--- config.mk ---
export PLATFORM = sky130hd
export DESIGN_NAME = t09_sound_pwm_out_flat
export DESIGN_NICKNAME = d
export VERILOG_FILES = /design/src/rtl/t09_sound_pkg.sv /design/src/rtl/t09_sound_pwm_out_if.sv /design/src/rtl/t09_pwm_timebase.sv /design/src/rtl/t09_sound_pwm_out.sv /design/src/flat_wrapper.sv
export SDC_FILE = /design/constraint.sdc
export NUM_CORES = 1
export LEC_CHECK = 0
export ABC_AREA = 0
export CAP_MARGIN = 0
export CORE_UTILIZATION = 55
export CTS_BUF_LIST = sky130_fd_sc_hd__clkbuf_4 sky130_fd_sc_hd__clkbuf_8 sky130_fd_sc_hd__clkbuf_16
export CTS_CLUSTER_DIAMETER = 120
export DETAILED_ROUTE_END_ITERATION = 7
export GPL_TIMING_DRIVEN = 0
export PLACE_DENSITY = 0.76
export SLEW_MARGIN = 20
export SYNTH_ARGS = -nofsm -noshare
export SYNTH_HDL_FRONTEND = slang
export SYNTH_SLANG_ARGS = --single-unit
--- constraint.sdc ---
create_clock -name clk -period 5.3 [get_ports clk]
set_input_delay 1.59 -clock clk [delete_from_list [all_inputs] [get_ports clk]]
set_output_delay 1.59 -clock clk [all_outputs]
set_load 0.02 [all_outputs]
--- src/rtl/t09_sound_pkg.sv ---
// Shared definitions for the sound PWM output path: sample width and
// playback state encoding.
package t09_sound_pkg;

    localparam int SOUND_W = 8;

    typedef enum logic [1:0] {
        MUTED    = 2'd0,
        FADE_IN  = 2'd1,
        ACTIVE   = 2'd2,
        FADE_OUT = 2'd3
    } snd_state_e;

endpackage

--- src/rtl/t09_sound_pwm_out_if.sv ---
// Sound sample bus (soundOut): the generator drives a sample and an
// enable; the PWM output stage consumes them.
interface t09_sound_pwm_out_if
    import t09_sound_pkg::*;
#(
    parameter int N = SOUND_W
);
    logic [N-1:0] sample_i;
    logic         enable_i;

    modport master (output sample_i, output enable_i);
    modport slave  (input  sample_i, input  enable_i);

endinterface

--- src/rtl/t09_pwm_timebase.sv ---
// PWM timebase: a prescaler dividing the clock into count steps and an
// N-bit PWM counter. Flags the last cycle of each PWM period.
module t09_pwm_timebase
    import t09_sound_pkg::*;
#(
    parameter int N        = SOUND_W,
    parameter int PRESCALE = 4
) (
    input  logic         clk,
    input  logic         nRst,
    output logic [N-1:0] pwm_cnt_next_o,
    output logic         boundary_o
);

    localparam int              PS_W    = (PRESCALE > 1) ? $clog2(PRESCALE) : 1;
    localparam logic [PS_W-1:0] PS_LAST = PS_W'(PRESCALE - 1);

    logic [PS_W-1:0] prescaler_q, prescaler_d;
    logic [N-1:0]    pwm_cnt_q, pwm_cnt_d;
    logic            tick;

    assign tick           = (prescaler_q == PS_LAST);
    assign boundary_o     = tick && (pwm_cnt_q == '1);
    assign pwm_cnt_next_o = pwm_cnt_d;

    // Next count: prescaler wraps at PRESCALE-1, PWM counter steps on tick.
    always_comb begin
        prescaler_d = tick ? '0 : prescaler_q + 1'b1;
        pwm_cnt_d   = tick ? pwm_cnt_q + 1'b1 : pwm_cnt_q;
    end

    // Counter registers, cleared by reset so a period starts at release.
    always_ff @(posedge clk or negedge nRst) begin
        if (!nRst) begin
            prescaler_q <= '0;
            pwm_cnt_q   <= '0;
        end else begin
            prescaler_q <= prescaler_d;
            pwm_cnt_q   <= pwm_cnt_d;
        end
    end

endmodule

--- src/rtl/t09_sound_pwm_out.sv ---
// Sound PWM output stage: latches one sample per PWM period, fades the
// level in and out on enable changes, and drives a registered PWM pin.
module t09_sound_pwm_out
    import t09_sound_pkg::*;
#(
    parameter int N         = SOUND_W,
    parameter int PRESCALE  = 4,
    parameter int FADE_STEP = 1
) (
    input  logic                      clk,
    input  logic                      nRst,
    t09_sound_pwm_out_if.slave        snd_if,
    output logic                      pwm_o,
    output logic                      period_start_o,
    output logic [N-1:0]              level_o,
    output logic                      muted_o
);

    localparam logic [N:0] STEP = (N + 1)'(FADE_STEP);

    logic [N-1:0] pwm_cnt_next;
    logic         boundary;
    logic [N-1:0] sample;
    logic         enable;
    snd_state_e   state_q, state_d;
    logic [N-1:0] level_q, level_d;
    logic         pwm_q, pwm_d;
    logic         pstart_q, pstart_d;

    assign sample = snd_if.sample_i;
    assign enable = snd_if.enable_i;

    t09_pwm_timebase #(
        .N        (N),
        .PRESCALE (PRESCALE)
    ) u_timebase (
        .clk            (clk),
        .nRst           (nRst),
        .pwm_cnt_next_o (pwm_cnt_next),
        .boundary_o     (boundary)
    );

    // One fade step from cur toward tgt, computed one bit wider and clamped
    // at tgt so the level can neither overshoot nor wrap.
    function automatic logic [N-1:0] step_toward(input logic [N-1:0] cur,
                                                 input logic [N-1:0] tgt);
        logic [N:0] wide;
        if (tgt > cur) begin
            wide = {1'b0, cur} + STEP;
            return (wide > {1'b0, tgt}) ? tgt : wide[N-1:0];
        end
        wide = {1'b0, cur} - STEP;
        return (wide[N] || (wide[N-1:0] < tgt)) ? tgt : wide[N-1:0];
    endfunction

    // One fade-out step, saturating at zero (borrow bit flags underflow).
    function automatic logic [N-1:0] step_down(input logic [N-1:0] cur);
        logic [N:0] wide;
        wide = {1'b0, cur} - STEP;
        return wide[N] ? '0 : wide[N-1:0];
    endfunction

    // Playback FSM and level arithmetic; only the period boundary moves them.
    always_comb begin
        state_d = state_q;
        level_d = level_q;
        if (boundary) begin
            case (state_q)
                MUTED: begin
                    level_d = '0;
                    if (enable) begin
                        // Entering the fade and taking its first step share this edge.
                        level_d = step_toward('0, sample);
                        state_d = (level_d == sample) ? ACTIVE : FADE_IN;
                    end
                end
                FADE_IN: begin
                    if (!enable) begin
                        state_d = FADE_OUT;
                    end else begin
                        level_d = step_toward(level_q, sample);
                        if (level_d == sample) state_d = ACTIVE;
                    end
                end
                ACTIVE: begin
                    if (!enable) state_d = FADE_OUT;
                    else         level_d = sample;
                end
                FADE_OUT: begin
                    if (enable) begin
                        state_d = FADE_IN;
                    end else begin
                        level_d = step_down(level_q);
                        if (level_d == '0) state_d = MUTED;
                    end
                end
                default: begin
                    state_d = MUTED;
                    level_d = '0;
                end
            endcase
        end
        // Compare against next-cycle count and level so the pin is registered
        // yet aligned with the counter it is derived from.
        pwm_d    = (pwm_cnt_next < level_d);
        pstart_d = boundary;
    end

    // State, level and output registers.
    always_ff @(posedge clk or negedge nRst) begin
        if (!nRst) begin
            state_q  <= MUTED;
            level_q  <= '0;
            pwm_q    <= 1'b0;
            pstart_q <= 1'b0;
        end else begin
            state_q  <= state_d;
            level_q  <= level_d;
            pwm_q    <= pwm_d;
            pstart_q <= pstart_d;
        end
    end

    assign pwm_o          = pwm_q;
    assign period_start_o = pstart_q;
    assign level_o        = level_q;
    assign muted_o        = (state_q == MUTED);

endmodule

--- src/flat_wrapper.sv ---
// flat-port wrapper written by rule: the top's interface ports become plain ports
module t09_sound_pwm_out_flat import t09_sound_pkg::*;
#(
    parameter int N         = SOUND_W,
    parameter int PRESCALE  = 4,
    parameter int FADE_STEP = 1
)
  (clk, nRst, pwm_o, period_start_o, level_o, muted_o, snd_if_sample_i, snd_if_enable_i);
  t09_sound_pwm_out_if #(.N(N)) snd_if_i ();
  input  logic clk;
  input  logic nRst;
  output logic pwm_o;
  output logic period_start_o;
  output logic [N-1:0] level_o;
  output logic muted_o;
  input wire logic [$bits(snd_if_i.sample_i)-1:0] snd_if_sample_i;
  input wire logic [$bits(snd_if_i.enable_i)-1:0] snd_if_enable_i;
  assign snd_if_i.sample_i = snd_if_sample_i;
  assign snd_if_i.enable_i = snd_if_enable_i;
  t09_sound_pwm_out #(.N(N), .PRESCALE(PRESCALE), .FADE_STEP(FADE_STEP)) u_core (.clk(clk), .nRst(nRst), .snd_if(snd_if_i), .pwm_o(pwm_o), .period_start_o(period_start_o), .level_o(level_o), .muted_o(muted_o));
endmodule
[After elaboration in Yosys (flattened, before gate mapping)]
Index checks and enable logic that the tools add are counted.
Word-level totals
  bits of input ports: 11
  register bits after elaboration: 22
Cells by class
  mux-type cells: 38
  equality and inequality tests: 11
  reductions and logical operators: 5
  $lt $le $gt $ge: 6
  add/sub/neg operators: 4
Operators by type and width (number)
  2-to-1 mux 8 bit: 20
  one-hot mux 8 bit (4 select lines): 1
  == test 8 bit: 2
  < comparator 8 bit: 2
  2-to-1 mux 2 bit: 8
  adder 8 x 1 -> 9 bit (second input constant): 1
  greater-than comparator 9 x 8 -> 1 bit: 1
  subtractor 8 x 1 -> 9 bit (second input constant): 1
  adder 8 x 1 -> 8 bit (second input constant): 1
  == test 8 bit (second input constant): 1
  greater-than comparator 1 x 8 -> 1 bit (first input constant): 1
  greater-than comparator 8 x 1 -> 1 bit (second input constant): 1
  greater-than comparator 8 bit: 1
  zero test 8 bit: 1
  2-to-1 mux 1 bit: 8
  one-hot mux 2 bit (4 select lines): 1
  == test 2 bit (second input constant): 3
  != test 3 x 2 -> 1 bit (second input constant): 2
  AND reduction 5 bit: 1
  adder 2 x 1 -> 2 bit (second input constant): 1
  == test 2 x 1 -> 1 bit (second input constant): 1
  zero test 2 bit: 1
  != test 2 x 1 -> 1 bit (second input constant): 1
  != test 2 bit (second input constant): 1
  2 further kinds: 2

[Depth between registers and ports, before layout]
Gate-level depths: netlist (run 1).
  depth in word-level cells: 13
  depth in mapped cells: 23
  mapped depth without buffers: 22

[Modules after synthesis]
Synthesis (run 1) repeated with hierarchy kept, for this count alone.
Unflattened totals
  cell total of the unflattened synthesis: 370
  area, all modules: 2956.6 µm²
By module, submodules not included
  t09_sound_pwm_out: area an instance 2533.7 µm², cells an instance 337, times used 1, seq. area each 300.3 µm²
  t09_pwm_timebase: area an instance 422.9 µm², cells an instance 33, times used 1, seq. area each 250.2 µm²

[Worst setup path after synthesis (run 1)]
No wires, ideal clock.
  kind: reg-to-reg
  start point: reg u_core.level_q[0], in the netlist u_core.level_o[0]
  end point: reg u_core.pwm_q, in the netlist u_core.pwm_o
  path buffers: 1
  slack: 568 ps
  arrival time: 4649 ps
  clock period less this slack: 4732 ps
  stages on the path, launching flop included: 24
  required time: 5218 ps
  cells stage by stage: dfrtp_1 > clkbuf_1 > inv_1 > ha_1 > or4b_4 > nor2_1 > xnor2_1 > inv_1 > ha_1 > nand2_1 > o21ai_0 > nor2_1 > a21o_4 > o22ai_4 > or2_0 > a31oi_1 > o41ai_1 > ha_1 > nand4_1 > nor2_1 > nor2_1 > o21ai_0 > or4_1 > o22ai_1
On the way
  longest elaborated chain between the ends: 13
  elaborated cells on any way between the ends: 24
  those cells by class: add/sub: 2; order compare: 4; mux: 17; reduce/logical: 1
Ends and longest elaborated chain
  start, declared: line t09_sound_pwm_out.sv:26  | logic [N-1:0] level_q, level_d;
  start signal, assigned: line t09_sound_pwm_out.sv:118  | level_q <= level_d;
  branches (longest 11 deep; another with adder 8 x 1 -> 9 bit)
  2-to-1 mux 8 bit *: line t09_sound_pwm_out.sv:67  | if (boundary) begin
  < comparator 8 bit *: line t09_sound_pwm_out.sv:105  | pwm_d = (pwm_cnt_next < level_d);
  net u_core.pwm_d: line t09_sound_pwm_out.sv:27  | logic pwm_q, pwm_d;
  end signal, assigned: line t09_sound_pwm_out.sv:119  | pwm_q <= pwm_d;
  end, declared: line t09_sound_pwm_out.sv:27
Mark *: on every way through the listed nets, which the timed path passes. The select of a mux whose other input is x is not followed.
A chain may end at the register's enable or synchronous reset.

[Worst setup path after layout (run 1)]
  start point: in snd_if_sample_i[2]
  end point: reg u_core.pwm_q, in the netlist u_core.pwm_o
On the way
  longest elaborated chain between the ends: 13
  elaborated cells on any way between the ends: 33
  those cells by class: order compare: 6; mux: 26; reduce/logical: 1
Ends and longest elaborated chain
  start, declared: line flat_wrapper.sv:16  | input wire logic [$bits(snd_if_i.sample_i)-1:0] snd_if_sample_i;
  greater-than comparator 8 bit / greater-than comparator 8 x 1 -> 1 bit (equally long branches): line t09_sound_pwm_out.sv:48  | if (tgt > cur) begin
  2-to-1 mux 1 bit: line t09_sound_pwm_out.sv:48
  2-to-1 mux 1 bit (on tied branches): line t09_sound_pwm_out.sv:78, t09_sound_pwm_out.sv:71
  2-to-1 mux 1 bit: line t09_sound_pwm_out.sv:68  | case (state_q)
  2-to-1 mux 1 bit: line t09_sound_pwm_out.sv:67
  2-to-1 mux 8 bit: line t09_sound_pwm_out.sv:52  | wide = {1'b0, cur} - STEP;
  2-to-1 mux 8 bit (on tied branches): line t09_sound_pwm_out.sv:78, t09_sound_pwm_out.sv:71
  2-to-1 mux 8 bit: line t09_sound_pwm_out.sv:68
  2-to-1 mux 8 bit: line t09_sound_pwm_out.sv:67
  2-to-1 mux 8 bit (on tied branches): line t09_sound_pwm_out.sv:78, t09_sound_pwm_out.sv:71
  one-hot mux 8 bit (4 select lines) *: line t09_sound_pwm_out.sv:68
  2-to-1 mux 8 bit *: line t09_sound_pwm_out.sv:67
  < comparator 8 bit *: line t09_sound_pwm_out.sv:105
  net u_core.pwm_d: line t09_sound_pwm_out.sv:27
Mark *: on every way through the listed nets, which the timed path passes. The rest lies on a longest branch. The select of a mux whose other input is x is not followed.

==> out/qor.csv, run 1 <==
stage;metric;value;unit
status;outcome;completed;
placement;GPL Wtd Cong;0.972;
synth;area leader, netlist;dfrtp_1;
power_and_ir_drop;Max IR drop VDD;0.163;mV
synth;Unique masters post-synth;59;
die;core area;4790;um^2
grt;Tot GR Track Use;30.0;%
grt;initial antenna violation count;0;
placement;PortBufs;21;
layout;design area;3130;um^2
clock_network;CTS max path bufs;2;
critical_path;crit-path max cell delay;0.41;ns
routing;antenna-violating nets left;0;
layout;layout cells sized above 1;11.9;%
layout;NumNets Final;412;
timing;final hold vios;0;
synth;most frequent cells after synthesis;38 x ha_1, 32 x inv_1, 27 x nor2_1;
timing;RSZ-0062 raised after global routing;false;
clock_network;root cell of the clock tree;clkbuf_8;
routing;drt wl/cell;17.3;um
routing;initial DRC count;321;
synth;Synth Warn #;0;
routing;First-pass DRT Iterations;5;
synth;count leader, synth;ha_1;
clock_network;Clock transition at path regs;0.08;ns
synth;top post-synthesis cells by area;dfrtp_1 20%, ha_1 17%, xnor2_1 7.0%, inv_1 4.4%, a21oi_1 4.2%;
grt;first-pass GRT wire length;12200;um
timing;worst-margin pin slew;0.547;ns
critical_path;Worst Path Buf+Inv;3;
hold_path;Hold Path Stages;1;
critical_path;cell chain of the critical path;clkbuf_2, inv_1, ha_1, nand4_1, or3_1, o211ai_1, o311ai_4, buf_4, o32a_1, o211ai_1, a31o_2, ha_1, a21o_1, a21oi_1, o21ai_1, or4_1, o22ai_1;
placement;DP HPWL;5840;um
critical_path;reg2reg end;u_core.pwm_o;
clock_network;TritonCTS Buffers;3;
timing;Worst slew margin;63.5;%
die;Die X;72.8;um
critical_path;Setup CP Type;primary input to flip-flop;
power_and_ir_drop;leakage power;1.36;nW
grt;grt total ovfl;0;
critical_path;critical path arrival;5.22;ns
grt;largest net degree at the start of global routing;23;
timing;max-slew violations;0;
critical_path;crit path max fanout;6;
synth;asr flop ratio synth;100;%
hold_path;WHS Endpoint;u_core.u_timebase.prescaler_q[0];
critical_path;R2R Path Start;u_core.level_o[0];
timing;achievable frequency;198;MHz
hold_path;hold crit path type;flip-flop to flip-flop;
synth;register bit total from synthesis;22;
placement;placed instance area;3050;um^2
clock_network;CTS tree;built;
timing;final hold slack;0.428;ns
clock_network;htree depth;1;
layout;ant diodes;0;
die;Initial Util;57.6;%
routing;DRT Wirelength;7410;um
timing;skew final;0.00442;ns
synth;Post-Synthesis Cells;335;
die;Cell Rows;25;
critical_path;worst r2r path cells;23;
die;IO Pins;22;
power_and_ir_drop;pwr/cell area;121;nW/um^2
synth;Post-Syn Area;2760;um^2
timing;Period Utilization, post-route;95.1;%
critical_path;Critical-path top delay cell;or4_1;
timing;Setup violations, final;0;
synth;syn_nets;384;
layout;Layout area overhead;13.7;%
layout;fillers;418;
routing;via-per-instance ratio;6.19;
synth;Seq/Total Area, Yosys;20.0;%
clock_network;worst-skew pair later-pin latency;0.26;ns
synth;top cell type's share of synthesized area;20.0;%
critical_path;Worst setup SP type;primary input;
critical_path;Reg2Reg Setup Slack;0.41;ns
clock_network;Sink Count;22;
synth;Post-synth EDFFs;0;
hold_path;worst min-delay path startpoint;u_core.u_timebase.prescaler_q[0];
synth;Avg Inst Size Synth;8.23;um^2
run;Max Cap Viol;0;
die;chip height;72.8;um
critical_path;Crit path max-delay family;compound AO/OA/AOI/OAI gates;
die;die area;5300;um^2
timing;Tmin final;5.04;ns
grt;vias in the first global route;2474;
routing;via count;2655;
synth;top_reg_cell synth;dfrtp_1;
routing;drt drc;0;
critical_path;Worst EP required;5.48;ns
critical_path;CP endpoint kind;flip-flop;
clock_network;hold buffers post-CTS;0;
-- timing repair --
| action | 4_1_cts | 5_1_grt |
|---|---|---|
| resized for setup | 9 | 24 |
| pin swaps | 1 | 3 |
| buffers inserted | 1 | 1 |
| hold endpoints to repair | 0 | 0 |
| endpoints found under the setup margin | 1 | 1 |
-- kinds of logic after synthesis --
family | share of synthesized area (%)
adders and majority gates | 17.2
DFF | 20.0
buffers and inverters | 7.67
and+or+nand+nor | 17.2
xor gates and xnor gates | 9.21
muxes | 2.09
AOI/OAI and AO/OA | 26.6
-- layout by cell type, fill, tap and decap left out, types with 3 or more instances in the layout --
cell	netlist	routed
nand4_1	8	8
clkdlybuf4s50_1	0	12
inv_1	32	31
clkbuf_1	10	9
ha_1	38	38
o211ai_1	6	6
buf_6	3	3
dfrtp_1	22	22
a21oi_1	23	23
o21ai_0	15	13
nand2_1	11	11
a211oi_1	6	6
and3_1	7	7
buf_4	2	4
xor2_1	7	7
nor2_1	27	25
clkbuf_8	0	4
a22oi_1	5	5
or3_1	3	3
nand3_1	12	12
a31oi_1	8	8
nor2b_1	3	3
o21ai_1	3	5
a31o_1	3	3
xnor2_1	22	21
nor3_1	5	5
a31o_2	3	3
buf_2	1	3
a221oi_1	8	8
clkbuf_2	0	6
-- area by class of cell --
cell class / count / area [um^2] / share of cell area, %
tap: 67 / 83.8 / 2.68
timing repair buffer: 23 / 195 / 6.23
multi-input combinational: 265 / 2040 / 65.0
clock buffer: 4 / 55.1 / 1.76
buffer: 16 / 92.6 / 2.96
inverter: 32 / 120 / 3.83
sequential: 22 / 551 / 17.6
-- metrics by stage --
stage          worst slack [ns]  std cells  total power [W]  setup TNS [ns]  utilization, %
6_report                  0.258        429         0.000380               0            65.5
5_1_grt                  0.0284        429         0.000401               0            65.5
4_1_cts                 0.00265        428         0.000383               0            65.3
3_5_place_dp             -0.659        423         0.000260          -0.659            63.7
3_3_place_gp             -0.609        423         0.000259          -0.609            63.7
2_1_floorplan             0.568        335         0.000229               0               -
-- worst register-to-register path: stages (launching register included) --
cell	delay, ns
dfrtp_1	0.46
buf_2	0.23
inv_1	0.13
ha_1	0.21
or4b_4	0.51
nor2_2	0.14
xnor2_2	0.18
inv_1	0.08
ha_1	0.27
nand2_1	0.06
o21ai_1	0.19
nor2_1	0.07
a21o_4	0.26
o22ai_4	0.16
or2_0	0.13
a31oi_1	0.12
o41ai_2	0.35
ha_1	0.30
nand4_1	0.15
nor2_1	0.07
nor2_1	0.07
o21ai_1	0.10
or4_1	0.41
o22ai_1	0.16
-- layer usage --
layer  vias to the layer above  share of wire, %  wire (um)  global-route usage [%]
li1                       1299                 -          -                       -
met1                      1231                46       3410                    44.9
met2                       114                43       3210                    46.1
met3                        11               9.3        691                    3.73
met4                         0               1.3         97                    6.54
met5                         -                 0          0                       0
-- state kept, by name, summed over array words and instances, names as in the netlist --
register,cells
u_core.level_o,8
u_core.period_start_o,1
u_core.pwm_o,1
u_core.state_q,2
u_core.u_timebase.prescaler_q,2
u_core.u_timebase.pwm_cnt_q,8
-- worst max-delay path by stage --
stage               cells past startpoint  slack [ns]               start            to
finish                                 17        0.26  snd_if_sample_i[2]  u_core.pwm_o
global placement                       18       -0.61  snd_if_sample_i[4]  u_core.pwm_o
detailed placement                     18       -0.66  snd_if_sample_i[4]  u_core.pwm_o
CTS                                    17       0.003  snd_if_sample_i[0]  u_core.pwm_o
global route                           18        0.03  snd_if_sample_i[3]  u_core.pwm_o
floorplan                              23        0.57   u_core.level_o[0]  u_core.pwm_o
-- power by group --
part	total [W]	switching [W]	internal, W	leakage, nW
Clock	0.000119	0.0000531	0.0000663	0.0288
Sequential	0.000169	0.000000655	0.000168	0.251
Combinational	0.0000916	0.0000564	0.0000353	1.08
No activity file was read; power rests on OpenSTA's default activity.
==> run 2: changes to the inputs <==
--- a/config.mk
+++ b/config.mk
@@ -12,6 +12,7 @@
 export CTS_CLUSTER_DIAMETER = 120
 export DETAILED_ROUTE_END_ITERATION = 7
 export GPL_TIMING_DRIVEN = 0
+export HOLD_SLACK_MARGIN = 0.08
 export PLACE_DENSITY = 0.76
 export SLEW_MARGIN = 20
 export SYNTH_ARGS = -nofsm -noshare
==> results of run 2 <==
The final DEF is identical to that of run 1; final timing and power are the same.
==> run 3: changes to the inputs <==
--- a/config.mk
+++ b/config.mk
@@ -8,12 +8,14 @@
 export ABC_AREA = 0
 export CAP_MARGIN = 0
 export CORE_UTILIZATION = 55
-export CTS_BUF_LIST = sky130_fd_sc_hd__clkbuf_4 sky130_fd_sc_hd__clkbuf_8 sky130_fd_sc_hd__clkbuf_16
+export CTS_BUF_LIST = sky130_fd_sc_hd__clkbuf_2
 export CTS_CLUSTER_DIAMETER = 120
 export DETAILED_ROUTE_END_ITERATION = 7
+export GPL_ROUTABILITY_DRIVEN = 0
 export GPL_TIMING_DRIVEN = 0
 export HOLD_SLACK_MARGIN = 0.08
 export PLACE_DENSITY = 0.76
+export RECOVER_POWER = 100
 export SLEW_MARGIN = 20
 export SYNTH_ARGS = -nofsm -noshare
 export SYNTH_HDL_FRONTEND = slang
==> out/qor.csv, run 3 (same netlist as run 1, synthesis figures left out) <==
stage;metric;value;unit;change
status;outcome;completed;;
timing;Setup violations, final;0;;unchanged
grt;met1 usage;45.1;%;+0.19 points
grt;Tot GR Track Use;30.0;%;-0.044 points
layout;Layout area overhead;12.6;%;
die;die area;5300;um^2;unchanged
die;Die X;72.8;um;unchanged
power_and_ir_drop;Final Power;0.000326;W;-14%
critical_path;Setup CP Type;primary input to flip-flop;;
timing;skew final;0.0217;ns;+0.0173 ns
run;Max Cap Viol;0;;unchanged
die;Cell Rows;25;;unchanged
clock_network;CTS tree;built;;
routing;antenna-violating nets left;0;;unchanged
critical_path;CP endpoint kind;flip-flop;;
layout;FF+latch area;552;um^2;+0.23%
timing;achievable frequency;200;MHz;+0.80%
clock_network;htree depth;1;;unchanged
critical_path;Crit path max-delay family;compound AO/OA/AOI/OAI gates;;
grt;first-pass GRT wire length;12400;um;+1.2%
clock_network;worst-skew pair later-pin latency;0.33;ns;+0.07 ns
clock_network;Clock transition at path regs;0.18;ns;+0.10 ns
layout;ant diodes;0;;unchanged
critical_path;Critical-path top delay cell;or4_1;;
clock_network;root cell of the clock tree;clkbuf_2;;
timing;Period Utilization, post-route;94.4;%;-0.75 points
die;IO Pins;22;;unchanged
routing;drt wl/cell;17.5;um;+0.99%
grt;GR Layer Usage met2;46.1;%;unchanged
clock_network;Sink Count;22;;unchanged
critical_path;Worst Path Buf+Inv;2;;-1
grt;initial antenna violation count;0;;unchanged
critical_path;Worst EP required;5.54;ns;+0.06 ns
timing;Worst slew margin;21.5;%;-42 points
die;core area;4790;um^2;unchanged
layout;Final Util;64.8;%;-0.63 points
grt;largest net degree at the start of global routing;23;;unchanged
layout;most common cell after layout, fill and taps aside;ha_1;;
critical_path;critical path arrival;5.25;ns;+0.03 ns
placement;DP HPWL;5880;um;+0.72%
layout;fillers;430;;+2.9%
critical_path;cell chain of the critical path;clkbuf_2, inv_1, ha_1, a211oi_1, o221ai_1, o211ai_1, o311ai_4, o22ai_4, or2_0, a31oi_2, o41ai_2, ha_1, nand4_1, nor2_1, nor2_1, o21ai_0, or4_1, o22ai_1;;
power_and_ir_drop;pwr/cell area;105;nW/um^2;-13%
clock_network;hold buffers post-CTS;0;;unchanged
grt;grt total ovfl;0;;unchanged
routing;DRT Wirelength;7470;um;+0.76%
layout;multi-input logic area;2040;um^2;+0.12%
clock_network;CTS max path bufs;2;;unchanged
die;chip height;72.8;um;unchanged
timing;Tmin final;5.00;ns;-0.0398 ns
die;Initial Util;57.6;%;unchanged
layout;layout cells sized above 1;11.1;%;-0.80 points
routing;via-per-instance ratio;6.38;;+3.1%
hold_path;hold crit path type;flip-flop to flip-flop;;
grt;vias in the first global route;2504;;+1.2%
routing;First-pass DRT Iterations;5;;unchanged
power_and_ir_drop;Max IR drop VDD;0.161;mV;-1.3%
routing;via count;2730;;+2.8%
critical_path;crit-path max cell delay;0.42;ns;about the same
routing;drt drc;0;;unchanged
placement;PortBufs;21;;unchanged
timing;final hold vios;0;;unchanged
timing;RSZ-0062 raised after global routing;false;;
grt;most used routing layer;met2;;
layout;most frequent cells in the layout;37 x ha_1, 31 x inv_1, 26 x nor2_1;;
layout;NumNets Final;412;;unchanged
timing;final hold slack;0.441;ns;+0.0125 ns
critical_path;crit path max fanout;6;;unchanged
grt;grt met3 use;5.11;%;+1.4 points
routing;initial DRC count;333;;+3.7%
timing;worst-margin pin slew;1.18;ns;+0.631 ns
power_and_ir_drop;leakage power;1.34;nW;-1.0%
critical_path;Worst setup SP type;primary input;;
clock_network;TritonCTS Buffers;3;;unchanged
timing;max-slew violations;0;;unchanged
run 3: cell types whose count changed in the layout (fill, tap and decap cells not counted), moves of 2 or more:
cell,change
o21ai_1,-2
clkbuf_8,-4
o21ai_0,+2
clkbuf_1,+2
dlygate4sd3_1,+11
clkdlybuf4s50_1,-11
dlymetal6s2s_1,+2
run 3: worst paths after layout:
kind	slack, ns	to	startpoint	depth (start not counted)
max in group asynchronous	3.06	u_core.level_o[0]	nRst	1
max reg2reg	0.33	u_core.pwm_o	u_core.level_o[1]	23
min	0.44	u_core.u_timebase.prescaler_q[0]	u_core.u_timebase.prescaler_q[0]	1
min reg2reg	0.44	u_core.u_timebase.prescaler_q[0]	u_core.u_timebase.prescaler_q[0]	1
min in group asynchronous	1.44	u_core.level_o[6]	nRst	1
max	0.30	u_core.pwm_o	snd_if_sample_i[2]	18
run 3: power breakdown:
group	switching, W	total (W)	internal (W)
sequential	0.000000673	0.000169	0.000169
combinational	0.0000563	0.0000913	0.0000350
clock	0.0000495	0.0000649	0.0000154
run 3: repair_timing:
action,in CTS,in global routing
endpoints found under the setup margin,1,1
pin swaps,1,2
setup buffers,1,1
gates resized for setup,6,24
hold endpoints to repair,0,0
run 3: worst register-to-register path, cell delays in order (launching register included):
cell and delay (ns):
dfrtp_1 0.44, clkbuf_1 0.21, inv_1 0.14, ha_2 0.21, or4b_4 0.50, nor2_1 0.19
xnor2_2 0.20, inv_1 0.08, ha_1 0.28, nand2_1 0.06, o21ai_1 0.20, nor2_1 0.08
a21o_4 0.26, o22ai_4 0.15, or2_0 0.15, a31oi_2 0.12, o41ai_2 0.37, ha_1 0.30
nand4_1 0.13, nor2_1 0.06, nor2_1 0.07, o21ai_0 0.12, or4_1 0.42, o22ai_1 0.16
run 3: area by class of cell:
type	count	area share, %
multi-input cells	265	65.7
flip-flops and latches	22	17.8
repair buffers	23	6.73
inverters	32	3.87
plain buffers	16	2.74
well taps	67	2.70
clock buffers	3	0.484
run 3: routing by layer:
metal  up-vias  wire length [um]
met4         0                63
met2       158              3210
met5         -                 0
met1      1254              3530
met3        16               663
li1       1302                 -
run 3: metrics by stage:
step                setup TNS [ns]  setup WS, ns  instances  instance area, um^2
global route                     0        0.0114        428                 3100
detailed placement          -0.595        -0.595        423                 3050
global placement            -0.582        -0.582        423                 3050
CTS                              0        0.0260        427                 3080
floorplan                        0         0.568        335                 2760
finish                           0         0.298        428                 3100
